[src/rtl/dino_anim_fsm_pkg.sv]
// Shared definitions for the dino animation controller: state encoding,
// game_state codes and the sprite ROM select packing.
package dino_pkg;

  // Animation state encoding, also the upper bits of sprite_sel.
  typedef enum logic [2:0] {
    IDLE = 3'd0,
    RUN  = 3'd1,
    DUCK = 3'd2,
    JUMP = 3'd3,
    DEAD = 3'd4
  } anim_state_t;

  localparam int STATE_W = 3;

  localparam logic [1:0] GS_MENU = 2'b00;
  localparam logic [1:0] GS_OVER = 2'b01;
  localparam logic [1:0] GS_PLAY = 2'b10;

  // sprite_sel packing: {anim_state[STATE_W-1:0], frame_idx[FRAME_W-1:0]},
  // so each state owns a contiguous block of 2^FRAME_W ROM entries.

endpackage

[src/rtl/dino_anim_fsm_if.sv]
// Signal bundle between physics/game logic and the dino animation block.
// master drives game inputs and receives sprite outputs; slave is the FSM.
interface dino_anim_fsm_if #(
  parameter int FRAME_W = 2
);
  import dino_pkg::*;

  logic                       anim_tick;
  logic [1:0]                 game_state;
  logic                       airborne;
  logic                       on_ground;
  logic                       duck_req;
  logic [STATE_W-1:0]         anim_state;
  logic [FRAME_W-1:0]         frame_idx;
  logic [STATE_W+FRAME_W-1:0] sprite_sel;
  logic                       land_pulse;

  modport master (
    output anim_tick, game_state, airborne, on_ground, duck_req,
    input  anim_state, frame_idx, sprite_sel, land_pulse
  );

  modport slave (
    input  anim_tick, game_state, airborne, on_ground, duck_req,
    output anim_state, frame_idx, sprite_sel, land_pulse
  );

endinterface

[src/rtl/dino_anim_fsm_anim_frame_ctr.sv]
// Tick divider plus modulo frame counter. clr wins over counting; a frame
// count of 1 pins the frame index at 0.
module anim_frame_ctr #(
  parameter int ANIM_DIV = 1,
  parameter int FRAME_W  = 2
) (
  input  logic               clk,
  input  logic               rst_n,
  input  logic               clr,
  input  logic               en,
  input  logic               tick,
  input  logic [FRAME_W:0]   frames,
  output logic [FRAME_W-1:0] frame
);

  localparam int DIV_W = (ANIM_DIV > 1) ? $clog2(ANIM_DIV) : 1;

  logic [DIV_W-1:0] div;

  // divider and frame index advance together on the wrapping tick
  always_ff @(posedge clk or negedge rst_n) begin
    if (!rst_n) begin
      div   <= '0;
      frame <= '0;
    end else if (clr) begin
      div   <= '0;
      frame <= '0;
    end else if (en && tick) begin
      if (div == DIV_W'(ANIM_DIV - 1)) begin
        div <= '0;
        if ({1'b0, frame} == frames - (FRAME_W+1)'(1))
          frame <= '0;
        else
          frame <= frame + FRAME_W'(1);
      end else begin
        div <= div + DIV_W'(1);
      end
    end
  end

endmodule

[src/rtl/dino_anim_fsm.sv]
// Dino animation state tracker. Registered outputs, one cycle latency.
// Optional idle blink enabled by defining DINO_BLINK_EN.
//
// state | meaning
// IDLE  | menu screen, static pose (blinks when DINO_BLINK_EN)
// RUN   | on ground, run cycle frames
// DUCK  | on ground with duck held, duck cycle frames
// JUMP  | airborne; landing emits land_pulse
// DEAD  | game over, latched until menu
module dino_anim_fsm
  import dino_pkg::*;
#(
  parameter int RUN_FRAMES   = 2,
  parameter int DUCK_FRAMES  = 2,
  parameter int ANIM_DIV     = 1,
  parameter int FRAME_W      = 2,
  parameter int BLINK_PERIOD = 64
) (
  input logic            clk,
  input logic            rst_n,
  dino_anim_fsm_if.slave bus
);

  anim_state_t        state, nxt;
  logic               land_nxt, land_q;
  logic               ctr_clr, ctr_en;
  logic [FRAME_W:0]   frames;
  logic [FRAME_W-1:0] ctr_frame;
  logic               blink_on;

  // state and landing pulse registers
  always_ff @(posedge clk or negedge rst_n) begin
    if (!rst_n) begin
      state  <= IDLE;
      land_q <= 1'b0;
    end else begin
      state  <= nxt;
      land_q <= land_nxt;
    end
  end

  // next-state decode: menu > game over > reserved hold > play rules
  always_comb begin
    nxt      = state;
    land_nxt = 1'b0;
    unique case (bus.game_state)
      GS_MENU: nxt = IDLE;
      GS_OVER: nxt = DEAD;
      GS_PLAY: begin
        case (state)
          IDLE: nxt = bus.airborne ? JUMP : RUN;
          RUN, DUCK: begin
            if (bus.airborne)                       nxt = JUMP;
            else if (bus.on_ground && bus.duck_req) nxt = DUCK;
            else if (bus.on_ground)                 nxt = RUN;
          end
          JUMP: begin
            if (!bus.airborne && bus.on_ground) begin
              nxt      = bus.duck_req ? DUCK : RUN;
              land_nxt = 1'b1;
            end
          end
          DEAD:    nxt = DEAD;
          default: nxt = IDLE;
        endcase
      end
      default: nxt = state;
    endcase
  end

  // frame counter only runs while staying in RUN/DUCK; a transition on a
  // tick edge clears instead of advancing
  always_comb begin
    ctr_en  = (state == RUN) || (state == DUCK);
    ctr_clr = (nxt != state) || !ctr_en;
    frames  = (state == DUCK) ? (FRAME_W+1)'(DUCK_FRAMES) : (FRAME_W+1)'(RUN_FRAMES);
  end

  anim_frame_ctr #(
    .ANIM_DIV (ANIM_DIV),
    .FRAME_W  (FRAME_W)
  ) u_frame_ctr (
    .clk    (clk),
    .rst_n  (rst_n),
    .clr    (ctr_clr),
    .en     (ctr_en),
    .tick   (bus.anim_tick),
    .frames (frames),
    .frame  (ctr_frame)
  );

`ifdef DINO_BLINK_EN
  localparam int BLINK_W = (BLINK_PERIOD > 1) ? $clog2(BLINK_PERIOD) : 1;

  logic [BLINK_W-1:0] blink_cnt;

  // idle blink counter; the last count is the one-tick blink frame
  always_ff @(posedge clk or negedge rst_n) begin
    if (!rst_n)
      blink_cnt <= '0;
    else if (state != IDLE || nxt != IDLE)
      blink_cnt <= '0;
    else if (bus.anim_tick)
      blink_cnt <= (blink_cnt == BLINK_W'(BLINK_PERIOD - 1)) ? '0 : blink_cnt + BLINK_W'(1);
  end

  assign blink_on = (state == IDLE) && (blink_cnt == BLINK_W'(BLINK_PERIOD - 1));
`else
  assign blink_on = 1'b0;
`endif

  assign bus.anim_state = state;
  assign bus.frame_idx  = blink_on ? FRAME_W'(1) : ctr_frame;
  assign bus.sprite_sel = {state, bus.frame_idx};
  assign bus.land_pulse = land_q;

endmodule
[src/flat_wrapper.sv]
// flat-port wrapper written by rule: the top's interface ports become plain ports
module dino_anim_fsm_flat import dino_pkg::*;
#(
  parameter int RUN_FRAMES   = 2,
  parameter int DUCK_FRAMES  = 2,
  parameter int ANIM_DIV     = 1,
  parameter int FRAME_W      = 2,
  parameter int BLINK_PERIOD = 64
)
  (clk, rst_n, bus_anim_tick, bus_game_state, bus_airborne, bus_on_ground, bus_duck_req, bus_anim_state, bus_frame_idx, bus_sprite_sel, bus_land_pulse);
  dino_anim_fsm_if #(.FRAME_W(FRAME_W)) bus_i ();
  input logic clk;
  input logic rst_n;
  input wire logic [$bits(bus_i.anim_tick)-1:0] bus_anim_tick;
  input wire logic [$bits(bus_i.game_state)-1:0] bus_game_state;
  input wire logic [$bits(bus_i.airborne)-1:0] bus_airborne;
  input wire logic [$bits(bus_i.on_ground)-1:0] bus_on_ground;
  input wire logic [$bits(bus_i.duck_req)-1:0] bus_duck_req;
  output wire logic [$bits(bus_i.anim_state)-1:0] bus_anim_state;
  output wire logic [$bits(bus_i.frame_idx)-1:0] bus_frame_idx;
  output wire logic [$bits(bus_i.sprite_sel)-1:0] bus_sprite_sel;
  output wire logic [$bits(bus_i.land_pulse)-1:0] bus_land_pulse;
  assign bus_i.anim_tick = bus_anim_tick;
  assign bus_i.game_state = bus_game_state;
  assign bus_i.airborne = bus_airborne;
  assign bus_i.on_ground = bus_on_ground;
  assign bus_i.duck_req = bus_duck_req;
  assign bus_anim_state = bus_i.anim_state;
  assign bus_frame_idx = bus_i.frame_idx;
  assign bus_sprite_sel = bus_i.sprite_sel;
  assign bus_land_pulse = bus_i.land_pulse;
  dino_anim_fsm #(.RUN_FRAMES(RUN_FRAMES), .DUCK_FRAMES(DUCK_FRAMES), .ANIM_DIV(ANIM_DIV), .FRAME_W(FRAME_W), .BLINK_PERIOD(BLINK_PERIOD)) u_core (.clk(clk), .rst_n(rst_n), .bus(bus_i));
endmodule
[config.mk]
export PLATFORM = sky130hd
export DESIGN_NAME = dino_anim_fsm_flat
export DESIGN_NICKNAME = d
export VERILOG_FILES = /design/src/rtl/dino_anim_fsm_pkg.sv /design/src/rtl/dino_anim_fsm_if.sv /design/src/rtl/dino_anim_fsm_anim_frame_ctr.sv /design/src/rtl/dino_anim_fsm.sv /design/src/flat_wrapper.sv
export SDC_FILE = /design/constraint.sdc
export NUM_CORES = 1
export LEC_CHECK = 0
export CAP_MARGIN = 25
export CORE_AREA = 3 3 40 42
export DETAILED_ROUTE_END_ITERATION = 16
export DIE_AREA = 0 0 43 45
export PLACE_DENSITY = 0.61
export SETUP_SLACK_MARGIN = 0.5
export SYNTH_ARGS = -nofsm -noshare
export SYNTH_HDL_FRONTEND = slang
export SYNTH_SLANG_ARGS = --single-unit
[constraint.sdc]
create_clock -name clk -period 2.4 [get_ports clk]
set_clock_uncertainty 0.05 [all_clocks]
set_input_delay 0.24 -clock clk [delete_from_list [all_inputs] [get_ports clk]]
set_output_delay 0.24 -clock clk [all_outputs]
set_load 0.05 [all_outputs]
Yosys cells after proc, flatten, opt, wreduce, memory -nomap -nowiden:

Index checks and enable logic that the tools add are counted.

* register bits after elaboration: 7
* bits of input ports: 8
* output and inout port bits: 11
* word-level logic and storage cells: 45

* add/subtract/negate cells: 2
* equality and inequality tests: 9
* muxes and demuxes: 18
* reduce and logical (&&, ||, !) cells: 12

Operator list (count)
* 2-bit two-way mux: 6
* 3-bit two-way mux: 4
* 3-bit case mux with 4 select lines: 1
* 3-bit case mux with 3 select lines: 1
* 3-bit by 2-bit equality test with 1-bit output (second input constant): 2
* 1-bit two-way mux: 6
* 2-bit by 1-bit equality test with 1-bit output (second input constant): 2
* 3-bit by 1-bit equality test with 1-bit output (second input constant): 1
* 3-bit equality test (second input constant): 1
* 1-bit logical AND: 3
* 3-bit zero test: 1
* 3-bit inequality test: 1
* 2-bit by 1-bit adder with 2-bit output (second input constant): 1
* 2-bit equality test (second input constant): 1
* 1-bit zero test: 2
* 2-bit zero test: 1
* 1-bit logical OR: 2
* 2-bit by 1-bit inequality test with 1-bit output (second input constant): 1
* 2-bit AND reduction: 1
* 2-bit nonzero test: 1
* 2-bit OR reduction: 1
* 1-bit adder (second input constant): 1

Depth between registers and ports, before layout:

* word-level depth: 9
* mapped depth: 5
* depth with buffers taken out: 4

Modules after synthesis:

From an unflattened synthesis, not the netlist that was laid out.

* cells, all modules: 59
* area total of the unflattened synthesis: 496.7 sq um

By module, submodules not included
* dino_anim_fsm: instances 1, cells each 42, area an instance 331.6 sq um, sequential area each 100.1 sq um
* anim_frame_ctr: instances 1, cells each 17, area an instance 165.2 sq um, sequential area each 50.0 sq um

Least setup slack after synthesis:

Ideal clock, no wire load.

* path type: reg2reg
* from: reg u_core.state[0], in the netlist u_core.bus.anim_state[0]
* to: reg u_core.u_frame_ctr.frame[0]
* library setup time: 0.129 ns
* arrival time: 1.288 ns
* data required time: 2.221 ns
* setup slack: 0.933 ns
* stages on the path, launching flop included: 5
* path buffers: 0
* path through: dfrtp_1 -> nand2b_1 -> a311o_1 -> o2111ai_1 -> nor3_1

* longest elaborated chain between the ends: 9
* elaborated cells on any way between the ends: 21
* those cells by class: eq/ne (6); mux (7); reduce/logical (8)

RTL lines
* start: declaration: line dino_anim_fsm.sv:24 `anim_state_t state, nxt;`
* start signal: assignment: line dino_anim_fsm.sv:37 `state <= nxt;`
* 3-bit two-way mux: line dino_anim_fsm.sv:55 `else if (bus.on_ground) nxt = RUN;`
* 3-bit two-way mux: line dino_anim_fsm.sv:54 `else if (bus.on_ground && bus.duck_req) nxt = DUCK;`
* 3-bit two-way mux: line dino_anim_fsm.sv:53 `if (bus.airborne) nxt = JUMP;`
* 3-bit case mux with 4 select lines: line dino_anim_fsm.sv:50 `case (state)`
* 3-bit case mux with 3 select lines: line dino_anim_fsm.sv:46 `unique case (bus.game_state)`
* 3-bit inequality test: line dino_anim_fsm.sv:75 `ctr_clr = (nxt != state) || !ctr_en;`
* 1-bit logical OR: line dino_anim_fsm.sv:75
* 2-bit by 1-bit inequality test with 1-bit output (no line) or 2-bit nonzero test (tied branches)
* 2-bit AND reduction (no line)
* end signal: assignment: line dino_anim_fsm_anim_frame_ctr.sv:34 `frame <= frame + FRAME_W'(1);`
* end: declaration: line dino_anim_fsm_anim_frame_ctr.sv:13 `output logic [FRAME_W-1:0] frame`

Several ways; a longest one is shown, not always the timed one.
A chain may end at the register's enable or synchronous reset.

Final worst setup path:

* from: reg u_core.state[0], in the netlist u_core.bus.anim_state[0]
* to: out bus_anim_state[0]

RTL lines
* end: declaration: line flat_wrapper.sv:19 `output wire logic [$bits(bus_i.anim_state)-1:0] bus_anim_state;`

No word-level cell between the ends.

==> results by group <==
Flow run
  – Max-capacitance violation count: 0

Yosys
  – Synth Net Count: 52
  – Post-synthesis sequential area ratio: 36.6%
  – FF+latch count, synth: 6
  – Gate count after technology mapping: 44
  – Yosys Warn Count: 0
  – Synth unique cells: 25
  – Synthesized area: 410 um^2
  – Mean cell area of the mapped netlist: 9.33 um^2

Min path
  – Class of the tightest hold or removal check: in -> async

Clock network
  – CTS sink cnt: 6
  – Max Root-Sink Buffers: 2
  – Clock tree root buffer cell: clkbuf_4
  – Inserted Clock Buffers: 3
  – TritonCTS clock tree: done
  – Clock-pin slew of the registers on the worst-case setup and hold paths: 0.04 ns
  – Number of H-tree levels: 1
  – Source-to-sink clock delay at the later pin of the worst-skew pair: 0.24 ns

Routing
  – Total detailed-routing wirelength: 881 um
  – Met3 Routed Length: 68 um
  – Number of vias after detailed routing: 382
  – Number of DRC violations after detailed-routing iteration 0: 6
  – Topmost layer with routed signal wires: met3
  – Remaining number of nets flagged by the antenna check after routing: 0
  – Met2 routed WL: 424 um
  – Routed len/inst: 11.9 um
  – Routed via count divided by cell count: 5.16
  – Pre-antenna DRT Iters: 3
  – DRC errors left: 0
  – Wl on met1: 389 um

Placed design
  – Number of instances in the placed design: 71
  – Placed instance area: 561 um^2
  – Number of I/O port buffers: 18
  – Hpwl dp: 720 um
  – Routability cong.: 0.793

Power
  – Total power after layout: 0.000310 W
  – Worst supply voltage drop on vdd: 0.000309 V
  – Power density relative to cell area: 527 nW/um^2
  – Standby leakage power: 0.277 nW

Layout
  – Final cell utilization of the core: 45.8%
  – Layout Cell Area excl Fill: 588 um^2
  – Cell Count, Final, Fillers Out: 74
  – Ratio of cells with drive above 1 in the final layout: 13.6%
  – Layout Area Growth over Synthesis: 43.3%
  – Nets: 69
  – Antenna Cells: 0

Critical path
  – Setup slack on the worst flop-to-flop path: 1.10 ns
  – Worst setup EP type: primary output
  – Cell-by-cell listing of the critical path: clkdlybuf4s50_1
  – Critical path peak fanout: 7
  – WS Path Type: reg -> out
  – Data arrival time at the worst-slack endpoint: 1.53 ns
  – Type of element launching the critical path: flop
  – Worst path max stage delay: 0.84 ns
  – Req. time, crit path: 2.11 ns
  – Critical Path Slowest Stage Cell: clkdlybuf4s50_1
  – Cell family with the largest share of critical-path delay: buffers and inverters
  – Critical path buffer and inverter count: 1

Floorplan
  – Die area: 1940 um^2
  – Effective utilization at floorplan: 31.9%
  – Top-Level Pins: 19
  – Chip Width: 43 um
  – Core Area: 1280 um^2
  – Die height: 45 um
  – Row count: 13

STA
  – Final number of setup-violating endpoints: 0
  – Worst slew margin: 66.7%
  – Number of pins exceeding their max-slew limit in the final report: 0
  – Post-route clock period utilization: 75.6%
  – Final min period: 1.82 ns
  – Unrepaired setup endpoints after global routing: no
  – Final-layout setup total negative slack: 0 ns
  – Final Hold Viols: 0
  – Maximum clock rate: 551 MHz
  – Transition time at the pin with the least slew margin: 0.499 ns

GRT
  – Wire length of the first global-routing pass: 1.47 mm
  – Via count of the first global-routing pass: 333
  – Residual overflow from global routing: 0
  – Antenna violations before repair: 0
  – Global-route usage over all layers: 10.1%
  – Largest net degree at the start of global routing: 10

Run status
  – Outcome: complete, no violations
-- state kept, by name (all words and copies together) (netlist names) --
register,flops
u_core.bus.land_pulse,1
u_core.u_frame_ctr.frame,2
u_core.bus.anim_state,3
-- layout make-up --
| cell class | count | area [um^2] |
|---|---|---|
| clock buffer | 3 | 22.5 |
| timing repair buffer | 18 | 185 |
| sequential | 6 | 150 |
| multi-input combinational | 29 | 200 |
| tap | 15 | 18.8 |
| fill | 127 | 697 |
| inverter | 3 | 11.3 |
-- cells by family after synthesis --
group,synth area share [%]
AOI/OAI and AO/OA,24.1
xor gates and xnor gates,2.13
buffers and inverters,14.6
DFF,36.6
and+or+nand+nor,22.6
-- stage by stage --
stage,setup slack (ns),hold slack [ns]
global route,0.523,0.209
CTS,0.502,0.196
global placement,0.672,0.451
finish,0.585,0.186
floorplan,0.933,-0.106
detailed placement,0.686,0.452
-- synthesized netlist by cell type --
cell       n  area share (%)
o2111ai_1  1             2.1
a311o_1    1             2.4
nand2_1    3             2.7
inv_1      3             2.7
a311oi_2   1             3.7
and4bb_2   1             3.0
nor3_1     2             2.4
nand2b_1   2             3.0
buf_4      5             9.1
and3_2     1             1.8
a21oi_1    2             2.4
a21o_1     1             1.8
xnor2_1    1             2.1
o211a_1    1             2.4
a31o_2     1             2.1
and4_2     1             2.4
buf_6      1             2.7
nor2b_1    1             1.5
o21ai_0    1             1.2
a221oi_1   1             2.1
o21bai_1   1             1.8
nor2_1     4             3.7
a22oi_1    1             1.8
dfrtp_1    6              37
nor3b_1    1             1.8
-- report_power, final --
group / total, W / internal [W] / switching [W] / leakage (nW)
Clock: 0.0000899 / 0.0000564 / 0.0000335 / 0.0138
Combinational: 0.000105 / 0.0000416 / 0.0000632 / 0.183
Sequential: 0.000115 / 0.000107 / 0.00000832 / 0.0799
Total: 0.000310 / 0.000205 / 0.000105 / 0.277
-- path summary, 6_finish.rpt --
kind | start | end | cells past startpoint
max in group asynchronous | rst_n | u_core.bus.land_pulse | 1
min in group clk | u_core.u_frame_ctr.frame[1] | u_core.u_frame_ctr.frame[1] | 2
min reg2reg | u_core.u_frame_ctr.frame[1] | u_core.u_frame_ctr.frame[1] | 2
max reg2reg | u_core.bus.anim_state[0] | u_core.u_frame_ctr.frame[0] | 4
min | rst_n | u_core.u_frame_ctr.frame[1] | 1
max | u_core.bus.anim_state[0] | bus_anim_state[0] | 1
-- metal layers --
layer,up-vias,track usage (%)
li1,187,-
met1,183,12.6
met2,12,15.9
met3,0,5.18
met4,0,1.81
met5,-,0
-- timing repair --
action | CTS | global route
hold buffers | 0 | 0
endpoints found under the setup margin | 0 | 2
buffers inserted | 0 | 0
resized for setup | 0 | 2
-- cells in the final DEF, fill, tap and decap left out, drive strengths merged, types with 2 or more instances in the layout --
| cell type | instances |
|---|---|
| clkdlybuf4s50 | 16 |
| dfrtp | 6 |
| nor2 | 4 |
| inv | 3 |
| nand2 | 3 |
| clkbuf | 3 |
| nand2b | 2 |
| a21oi | 2 |
| nor3 | 2 |
| dlymetal6s2s | 2 |
No activity file was read; power rests on OpenSTA's default activity.
